`config.mk`:
```
export PLATFORM = sky130hd
export DESIGN_NAME = bit_queue_snap_flat
export DESIGN_NICKNAME = d
export VERILOG_FILES = /design/src/rtl/bit_queue_snap_if.sv /design/src/rtl/bit_queue_snap.sv /design/src/flat_wrapper.sv
export SDC_FILE = /design/constraint.sdc
export NUM_CORES = 1
export LEC_CHECK = 0
export BUFFER_PORTS_ARGS = -buffer_cell sky130_fd_sc_hd__buf_4
export CORE_AREA = 2 2 207 209
export CTS_BUF_LIST = sky130_fd_sc_hd__clkbuf_4 sky130_fd_sc_hd__clkbuf_8 sky130_fd_sc_hd__clkbuf_16
export DETAILED_ROUTE_END_ITERATION = 8
export DIE_AREA = 0 0 209 211
export GPL_TIMING_DRIVEN = 0
export PLACE_DENSITY = 0.59
export SLEW_MARGIN = 10
export SYNTH_ARGS = -nofsm -noshare
export SYNTH_HDL_FRONTEND = slang
export SYNTH_SLANG_ARGS = --single-unit
```
`constraint.sdc`:
```
create_clock -name clk -period 8.1 [get_ports clk]
set_clock_uncertainty 0.2 [all_clocks]
set_input_delay 0.81 -clock clk [delete_from_list [all_inputs] [get_ports clk]]
set_output_delay 0.81 -clock clk [all_outputs]
set_load 0.03 [all_outputs]
```
`src/rtl/bit_queue_snap_if.sv`:
```
// Interface bundling the check-latch and snapshot-FIFO signals of bit_queue_snap.
// The master side drives the strobes and vectors; the slave side is the block itself.
interface bit_queue_snap_if #(
    parameter int BIT_WIDTH = 64,
    parameter int DEPTH     = 4
);
    localparam int CNT_W  = $clog2(DEPTH + 1);
    localparam int ONES_W = $clog2(BIT_WIDTH + 1);

    logic                 chk_in;
    logic                 mode_in;
    logic [BIT_WIDTH-1:0] bit_in;
    logic [BIT_WIDTH-1:0] clr_in;
    logic [BIT_WIDTH-1:0] bit_out;
    logic [ONES_W-1:0]    ones_out;
    logic                 snap_in;
    logic                 rd_en;
    logic [BIT_WIDTH-1:0] snap_out;
    logic                 snap_valid;
    logic                 snap_full;
    logic [CNT_W-1:0]     snap_cnt;
    logic                 snap_ovf;
    logic                 ovf_clr_in;

    modport master (
        output chk_in, mode_in, bit_in, clr_in, snap_in, rd_en, ovf_clr_in,
        input  bit_out, ones_out, snap_out, snap_valid, snap_full, snap_cnt, snap_ovf
    );

    modport slave (
        input  chk_in, mode_in, bit_in, clr_in, snap_in, rd_en, ovf_clr_in,
        output bit_out, ones_out, snap_out, snap_valid, snap_full, snap_cnt, snap_ovf
    );
endinterface

```
`src/rtl/bit_queue_snap.sv`:
```
// Per-bit check latch (overwrite / sticky, synchronous per-bit clear) with a registered
// popcount and a first-word fall-through snapshot FIFO of the latch contents.
module bit_queue_snap #(
    parameter int BIT_WIDTH = 64,
    parameter int DEPTH     = 4
) (
    input logic             clk,
    input logic             rst,
    bit_queue_snap_if.slave bus
);
    localparam int CNT_W  = $clog2(DEPTH + 1);
    localparam int ONES_W = $clog2(BIT_WIDTH + 1);
    localparam int PTR_W  = $clog2(DEPTH);

    logic [BIT_WIDTH-1:0] bit_q;
    logic [BIT_WIDTH-1:0] latch_next;
    logic [ONES_W-1:0]    ones_q;
    logic [ONES_W-1:0]    ones_next;
    logic [BIT_WIDTH-1:0] mem [DEPTH];
    logic [PTR_W-1:0]     wr_ptr;
    logic [PTR_W-1:0]     rd_ptr;
    logic [CNT_W-1:0]     cnt_q;
    logic                 ovf_q;
    logic                 fifo_full;
    logic                 fifo_valid;
    logic                 do_push;
    logic                 do_pop;
    logic                 drop;

    // Clear is applied last so it overrides any same-cycle check update.
    assign latch_next = (bus.chk_in ? (bus.mode_in ? (bit_q | bus.bit_in) : bus.bit_in) : bit_q)
                        & ~bus.clr_in;

    always_comb begin
        ones_next = '0;
        for (int i = 0; i < BIT_WIDTH; i++) begin
            ones_next = ones_next + ONES_W'(bit_q[i]);
        end
    end

    always_ff @(posedge clk or posedge rst) begin
        if (rst) begin
            bit_q  <= '0;
            ones_q <= '0;
        end else begin
            bit_q  <= latch_next;
            ones_q <= ones_next;
        end
    end

    assign fifo_full  = (cnt_q == CNT_W'(DEPTH));
    assign fifo_valid = (cnt_q != '0);
    // A pop frees the slot a full FIFO needs, so push-and-pop while full is not a drop.
    assign do_pop     = bus.rd_en & fifo_valid;
    assign do_push    = bus.snap_in & (~fifo_full | do_pop);
    assign drop       = bus.snap_in & fifo_full & ~do_pop;

    always_ff @(posedge clk) begin
        if (do_push) begin
            mem[wr_ptr] <= bit_q;
        end
    end

    always_ff @(posedge clk or posedge rst) begin
        if (rst) begin
            wr_ptr <= '0;
            rd_ptr <= '0;
            cnt_q  <= '0;
            ovf_q  <= 1'b0;
        end else begin
            if (do_push) begin
                wr_ptr <= wr_ptr + PTR_W'(1);
            end
            if (do_pop) begin
                rd_ptr <= rd_ptr + PTR_W'(1);
            end
            cnt_q <= cnt_q + CNT_W'(do_push) - CNT_W'(do_pop);
            if (drop) begin
                ovf_q <= 1'b1;
            end else if (bus.ovf_clr_in) begin
                ovf_q <= 1'b0;
            end
        end
    end

    assign bus.bit_out    = bit_q;
    assign bus.ones_out   = ones_q;
    assign bus.snap_out   = fifo_valid ? mem[rd_ptr] : '0;
    assign bus.snap_valid = fifo_valid;
    assign bus.snap_full  = fifo_full;
    assign bus.snap_cnt   = cnt_q;
    assign bus.snap_ovf   = ovf_q;
endmodule

```
`src/flat_wrapper.sv`:
```
// flat-port wrapper written by rule: the top's interface ports become plain ports
module bit_queue_snap_flat 
#(
    parameter int BIT_WIDTH = 64,
    parameter int DEPTH     = 4
)
  (clk, rst, bus_chk_in, bus_mode_in, bus_bit_in, bus_clr_in, bus_snap_in, bus_rd_en, bus_ovf_clr_in, bus_bit_out, bus_ones_out, bus_snap_out, bus_snap_valid, bus_snap_full, bus_snap_cnt, bus_snap_ovf);
  bit_queue_snap_if #(.BIT_WIDTH(BIT_WIDTH), .DEPTH(DEPTH)) bus_i ();
  input logic clk;
  input logic rst;
  input wire logic [$bits(bus_i.chk_in)-1:0] bus_chk_in;
  input wire logic [$bits(bus_i.mode_in)-1:0] bus_mode_in;
  input wire logic [$bits(bus_i.bit_in)-1:0] bus_bit_in;
  input wire logic [$bits(bus_i.clr_in)-1:0] bus_clr_in;
  input wire logic [$bits(bus_i.snap_in)-1:0] bus_snap_in;
  input wire logic [$bits(bus_i.rd_en)-1:0] bus_rd_en;
  input wire logic [$bits(bus_i.ovf_clr_in)-1:0] bus_ovf_clr_in;
  output wire logic [$bits(bus_i.bit_out)-1:0] bus_bit_out;
  output wire logic [$bits(bus_i.ones_out)-1:0] bus_ones_out;
  output wire logic [$bits(bus_i.snap_out)-1:0] bus_snap_out;
  output wire logic [$bits(bus_i.snap_valid)-1:0] bus_snap_valid;
  output wire logic [$bits(bus_i.snap_full)-1:0] bus_snap_full;
  output wire logic [$bits(bus_i.snap_cnt)-1:0] bus_snap_cnt;
  output wire logic [$bits(bus_i.snap_ovf)-1:0] bus_snap_ovf;
  assign bus_i.chk_in = bus_chk_in;
  assign bus_i.mode_in = bus_mode_in;
  assign bus_i.bit_in = bus_bit_in;
  assign bus_i.clr_in = bus_clr_in;
  assign bus_i.snap_in = bus_snap_in;
  assign bus_i.rd_en = bus_rd_en;
  assign bus_i.ovf_clr_in = bus_ovf_clr_in;
  assign bus_bit_out = bus_i.bit_out;
  assign bus_ones_out = bus_i.ones_out;
  assign bus_snap_out = bus_i.snap_out;
  assign bus_snap_valid = bus_i.snap_valid;
  assign bus_snap_full = bus_i.snap_full;
  assign bus_snap_cnt = bus_i.snap_cnt;
  assign bus_snap_ovf = bus_i.snap_ovf;
  bit_queue_snap #(.BIT_WIDTH(BIT_WIDTH), .DEPTH(DEPTH)) u_core (.clk(clk), .rst(rst), .bus(bus_i));
endmodule
```
Yosys cells after proc, flatten, opt, wreduce, memory -nomap -nowiden --
Memories as Yosys holds them, arrays and structs flattened. Index checks and enable logic that the tools add are counted.
Storage, ports and cells: bits in registers 79, memory bits (writable) 256, input bits 135, output and inout port bits 141, memories kept 1
Cells by class: $add $sub $neg 67, equal/unequal tests 1, mux-type cells 7, bitwise gates (word level) 10, reductions and logical operators 2
Memories:
- u_core.mem | depth 4, width 64, rd ports 1, clocked after Yosys merged registers in 0, wr ports 1, line bit_queue_snap.sv:19 | logic [BIT_WIDTH-1:0] mem [DEPTH];
Operators with widths (count):
- 7-bit by 1-bit adder with 7-bit output | 62
- 64-bit two-way mux | 3
- 64-bit AND | 1
- 64-bit NOT | 1
- 64-bit bitwise OR | 1
- 2-bit by 1-bit adder with 2-bit output, second input constant | 2
- 1-bit AND | 4
- 1-bit two-way mux | 4
- 3-bit by 1-bit adder with 3-bit output | 1
- 3-bit == test, second input constant | 1
- 3-bit nonzero test | 1
- 3-bit by 1-bit subtractor with 3-bit output | 1
- 1-bit by 1-bit adder with 2-bit output | 1
- 1-bit NOT | 2
- 2-bit nonzero test | 1
- 1-bit bitwise OR | 1

Depth between registers and ports, before layout --
depth in word-level cells 63, gate-level depth with buffers 19

Worst setup path after synthesis --
Ideal clock, no wire load.
path kind register to register, from register u_core.bit_q[36], in the netlist u_core.bus.bit_out[36], to register u_core.ones_q[6], in the netlist u_core.bus.ones_out[6], library setup time 124 ps, arrival time 5960 ps, required time 7776 ps, setup slack 1817 ps, stages on the path, launching flop included 18, buffers on the path 0, clock period less this slack 6283 ps, cells stage by stage dfrtp_1 -> inv_1 -> fa_1 -> inv_1 -> fa_1 -> inv_1 -> fa_1 -> fa_1 -> fa_1 -> fa_1 -> fa_1 -> fa_1 -> inv_1 -> fa_1 -> fa_1 -> a211o_1 -> a21oi_1 -> o21bai_1
On the way: cells in the longest elaborated chain, start to end 28
Ends and longest elaborated chain:
- start: declaration | line bit_queue_snap.sv:15 | logic [BIT_WIDTH-1:0] bit_q;
- start signal: assignment | line bit_queue_snap.sv:46 | bit_q <= latch_next;
- 7-bit by 1-bit adder with 7-bit output (28 in a row) | line bit_queue_snap.sv:37 | ones_next = ones_next + ONES_W'(bit_q[i]);
- net u_core.ones_next[6] | line bit_queue_snap.sv:18 | logic [ONES_W-1:0] ones_next;
- end signal: assignment | line bit_queue_snap.sv:47 | ones_q <= ones_next;
- end: declaration | line bit_queue_snap.sv:17 | logic [ONES_W-1:0] ones_q;
The timed path passes the listed nets, and every way through them passes these cells. A chain may end at the register's enable or synchronous reset.

Worst setup path in the final report --
Same ends and word-level chain as after synthesis.

==> results.md <==
Run status:
- The flow ran to the end, and the final reports show no timing, DRC or antenna violations.

GRT:
- The initial antenna violation count was 1.
- The overall fraction of global-route tracks in use is 16.8%.
- Global routing used 22.9% of the available met1 tracks.
- In this run the most used layer during global routing was met2.
- The via count of the first global-routing pass is 8679.
- The first global-routing pass estimated 54.4 mm of wire.
- The global-route congestion overflow total is 0.
- The met2 layer usage reported by global route is 27.3%.
- The met3 track demand over resource in global routing is 3.45%.
- Entering global routing, the biggest net connects 46 pins.

Clock network:
- The post-cts hold buffer count is 0.
- TritonCTS built the clock tree.
- The total number of clock tree sinks is 335.
- The clock tree synthesis step divided the H-tree into 2 levels.
- The clock tree buffer depth is 3.
- In this run, post-CTS repair resized a total of 0 instances.
- The clock transition at the register clock pins on the worst setup and hold paths after CTS is 0.06 ns.
- The root buffer selected by CTS is clkbuf_16.
- Buffers added to address setup during post-CTS repair amount to 0.
- At the later pin of the worst-skew pair, clock insertion delay measures 0.54 ns.
- The TritonCTS buffer count is 38.

Worst setup path:
- The worst setup path is launched from a flip-flop.
- STA puts the critical path data arrival time at 6.84 ns.
- The maximum single-stage delay on the critical path is 0.56 ns.
- The register-to-register path setup slack is 1.45 ns.
- The depth of the most critical reg-to-reg path is 17.
- STA puts the critical path data required time at 8.29 ns.
- The slowest stage of the critical path is the fa_1 cell.
- The buffers plus inverters on the worst setup path is 4.
- The critical path is of the flip-flop to flip-flop type.
- The biggest fanout along the worst timing path is 7.
- The kind of capture point of the worst setup path is a flip-flop.
- The startpoint identified for the worst register-to-register timing path is u_core.bus.bit_out[36]$_DFF_PP0_.
- The signal on the critical path passes through inv_1 > fa_1 > inv_1 > fa_1 > inv_1 > fa_1 > fa_1 > fa_1 > fa_1 > fa_1 > fa_1 > inv_1 > fa_1 > fa_1 > a211o_1 > a21oi_1 > o21bai_1.
- The cell type group with the largest total delay on the critical path is adder cells.
- The dominant cell type by count on the critical path is fa_1.
- In this run the critical register-to-register path is captured at u_core.bus.ones_out[6]$_DFF_PP0_.

Final layout:
- The repair_antennas step left the layout with diodes totalling 0.
- The count of placed standard cells in the final layout, fillers left out is 1728.
- The synthesis-to-finish area growth is 28.5%.
- The net count of the finished layout is 1372.
- The number of inserted filler cells in the final layout is 3683.
- The share of the core filled with cells in the final layout is 44.4%.
- The finished layout cell area is 0.0185 mm².
- The proportion of layout cells with a drive suffix above 1 is 36.2%.

Timing:
- The number of endpoints failing setup at the final stage is 0.
- Setup repair after global routing left no endpoint under its margin.
- Counting I/O delays and the setup requirement, the final critical path takes 6.65 ns.
- The final cycle utilization of the critical path is 82.1%.
- The number of hold-slack violations in the final timing report is 0.
- The headroom to the max-slew limit is 25.6%.
- Static timing analysis puts the maximum clock frequency at 150 MHz.
- The slew at the pin closest to its max-slew limit is 1.12 ns.
- The accumulated negative setup slack is 0 ns.
- The worst path meets setup with 1.45 ns of slack.
- The final max-slew violation count is 0.

Die:
- The number of placement rows is 75.
- The area of the placeable core is 0.0418 mm².
- The die height is 211 µm.
- During I/O placement, the number of pins put on the boundary was 276.
- The starting density of the core is 34.5%.
- The die outline area is 0.0441 mm².
- The die extent in x is 209 µm.

Yosys:
- Yosys mapped the design onto 35 distinct sky130hd cell types.
- The sequential area share after synthesis is 67.0%.
- The register bit total from synthesis is 335.
- The number of nets in the synthesized netlist is 1052.
- The synthesis warning total is 0.
- The flip-flop cell with the highest count after synthesis is edfxtp_1.
- The fraction of synthesized cell area taken by the top area cell type is 53.3%.
- The biggest area contributor in the post-synthesis netlist is edfxtp_1.
- In this run, synthesis inferred 256 flip-flops with an integrated enable.
- The gate count of the mapped netlist is 840.
- In the post-synthesis netlist, the biggest area contributors are edfxtp_1 53%, dfrtp_1 14%, mux4_2 10%.
- After synthesis the cells add up to 0.0144 mm².
- The average instance area after synthesis is 17.2 µm².
- The fraction of registers with async set/reset is 23.6%.

Placement:
- The count of port buffers added during placement is 275.
- Routability-driven placement finished with a final weighted congestion of 0.748.
- The worst setup slack before clock tree synthesis is 1.42 ns.
- Once placement finished, the instance area stood at 0.0173 mm².
- Once detailed placement completed, the half-perimeter wirelength came to 25.5 mm.
- The number of placed cells counting well taps is 1659.

Routing:
- In this run the remaining antenna-violating nets after routing total 0.
- The total DRC errors in the routed layout is 0.
- The iteration-0 DRC count of the detailed router is 408.
- The detail-routed via count per cell is 4.75.
- The number of search-and-repair iterations in the first detailed-routing pass is 5.
- The per-cell routed wire length is 20.9 µm.
- The overall via count from detail_route is 8214.
- The post-detailed-routing wire length is 36.1 mm.

Pwr:
- The static leakage power is 7.55 nW.
- For this design the ratio of total power to cell area is 422 mW/mm².
- The peak ir drop on the vdd network is 0.323 mV.

Worst hold path:
- The worst hold-check path type is input port to asynchronous set/reset pin.

Flow run:
- Across the run, the number of max-cap violations was 0.
worst register-to-register path: cells and delay by family (launching register included):
family / cells / cell delay, ns
AOI/OAI and AO/OA: 3 / 0.56
buffers and inverters: 4 / 0.30
DFF: 1 / 0.49
adders and majority gates: 10 / 4.99
registers in the layout (all words and copies together), names as in the netlist:
signal / count
u_core.wr_ptr: 2
u_core.mem: 256
u_core.rd_ptr: 2
u_core.bus.snap_ovf: 1
u_core.bus.snap_cnt: 3
u_core.bus.bit_out: 64
u_core.bus.ones_out: 7
cell type report:
class | instances | area, µm² | share of cell area, %
Clock inverter | 19 | 169 | 0.911
Sequential cell | 335 | 9660 | 52.1
Timing Repair Buffer | 280 | 2180 | 11.8
Buffer | 35 | 179 | 0.965
Tap cell | 539 | 674 | 3.64
Inverter | 100 | 378 | 2.04
Clock buffer | 50 | 1080 | 5.81
Multi-Input combinational cell | 370 | 4220 | 22.8
power breakdown:
group / total (W) / switching [W] / leakage (nW) / internal [W]
Sequential: 0.00234 / 0.000115 / 3.44 / 0.00223
Clock: 0.00169 / 0.000681 / 0.620 / 0.00101
Combinational: 0.00379 / 0.00219 / 3.50 / 0.00160
Total: 0.00782 / 0.00299 / 7.55 / 0.00483
synthesized netlist by cell type, types with 8 or more instances:
| master | n |
|---|---|
| buf_1 | 9 |
| a22oi_1 | 64 |
| buf_2 | 8 |
| nor2_1 | 65 |
| clkbuf_1 | 13 |
| edfxtp_1 | 256 |
| ha_1 | 22 |
| fa_1 | 55 |
| mux4_2 | 64 |
| inv_1 | 100 |
| and2_1 | 69 |
| dfrtp_1 | 79 |
through the flow:
step	power [W]	hold WS (ns)
final	0.00782	0.114
after floorplan	0.00494	0.334
after global routing	0.00835	0.133
after global placement	0.00620	0.318
after detailed placement	0.00624	0.319
after CTS	0.00798	0.107
logic make-up (layout without fill, tap and decap cells):
kind of cell / Yosys count / in the layout / synth area share, %
AO/OA/AOI/OAI: 80 / 80 / 4.15
XOR/XNOR: 7 / 7 / 0.425
adder cells (fa/ha/maj): 77 / 77 / 9.54
buffers and inverters: 135 / 484 / 3.84
flip-flops: 335 / 335 / 67.0
multiplexers: 65 / 65 / 10.1
AND/OR/NAND/NOR: 141 / 141 / 5.00
cells in the final DEF, fill, tap and decap left out, types with 2 or more instances in the layout:
cell | synthesis | final
dfrtp_1 | 79 | 79
clkbuf_8 | 0 | 3
buf_6 | 5 | 5
inv_6 | 0 | 2
clkinv_1 | 0 | 2
a21o_1 | 2 | 2
clkinv_2 | 0 | 7
and2_1 | 69 | 65
clkinv_4 | 0 | 3
clkbuf_16 | 0 | 39
ha_1 | 22 | 22
inv_1 | 100 | 99
fa_1 | 55 | 55
nor2_1 | 65 | 65
and2_4 | 0 | 4
bufinv_16 | 0 | 2
clkbuf_1 | 13 | 13
buf_2 | 8 | 8
a22oi_1 | 64 | 64
buf_4 | 0 | 275
xor2_1 | 2 | 2
clkinvlp_4 | 0 | 3
buf_16 | 0 | 2
clkbuf_4 | 0 | 8
buf_1 | 9 | 9
a211oi_1 | 2 | 2
xnor2_1 | 5 | 5
mux4_2 | 64 | 64
edfxtp_1 | 256 | 256
buf_12 | 0 | 3
a21oi_1 | 3 | 3
per-layer routing:
layer | vias to the layer above | part of all wire (%) | wire length (µm)
li1 | 3726 | - | -
met1 | 4206 | 44 | 15800
met2 | 224 | 49 | 17700
met3 | 58 | 5.2 | 1890
met4 | 0 | 1.9 | 691
met5 | - | 0 | 0
worst max-delay path by stage:
stage | startpoint | endpoint | slack [ns] | cells past startpoint
CTS | u_core.bus.bit_out[36]$_DFF_PP0_ | u_core.bus.ones_out[6]$_DFF_PP0_ | 1.38 | 17
global route | u_core.bus.bit_out[24]$_DFF_PP0_ | u_core.bus.ones_out[6]$_DFF_PP0_ | 1.19 | 17
global placement | u_core.bus.bit_out[36]$_DFF_PP0_ | u_core.bus.ones_out[6]$_DFF_PP0_ | 1.42 | 17
floorplan | u_core.bus.bit_out[36]$_DFF_PP0_ | u_core.bus.ones_out[6]$_DFF_PP0_ | 1.82 | 17
detailed placement | u_core.bus.bit_out[36]$_DFF_PP0_ | u_core.bus.ones_out[6]$_DFF_PP0_ | 1.42 | 17
finish | u_core.bus.bit_out[36]$_DFF_PP0_ | u_core.bus.ones_out[6]$_DFF_PP0_ | 1.45 | 17
(Power assumes the default switching activity.)
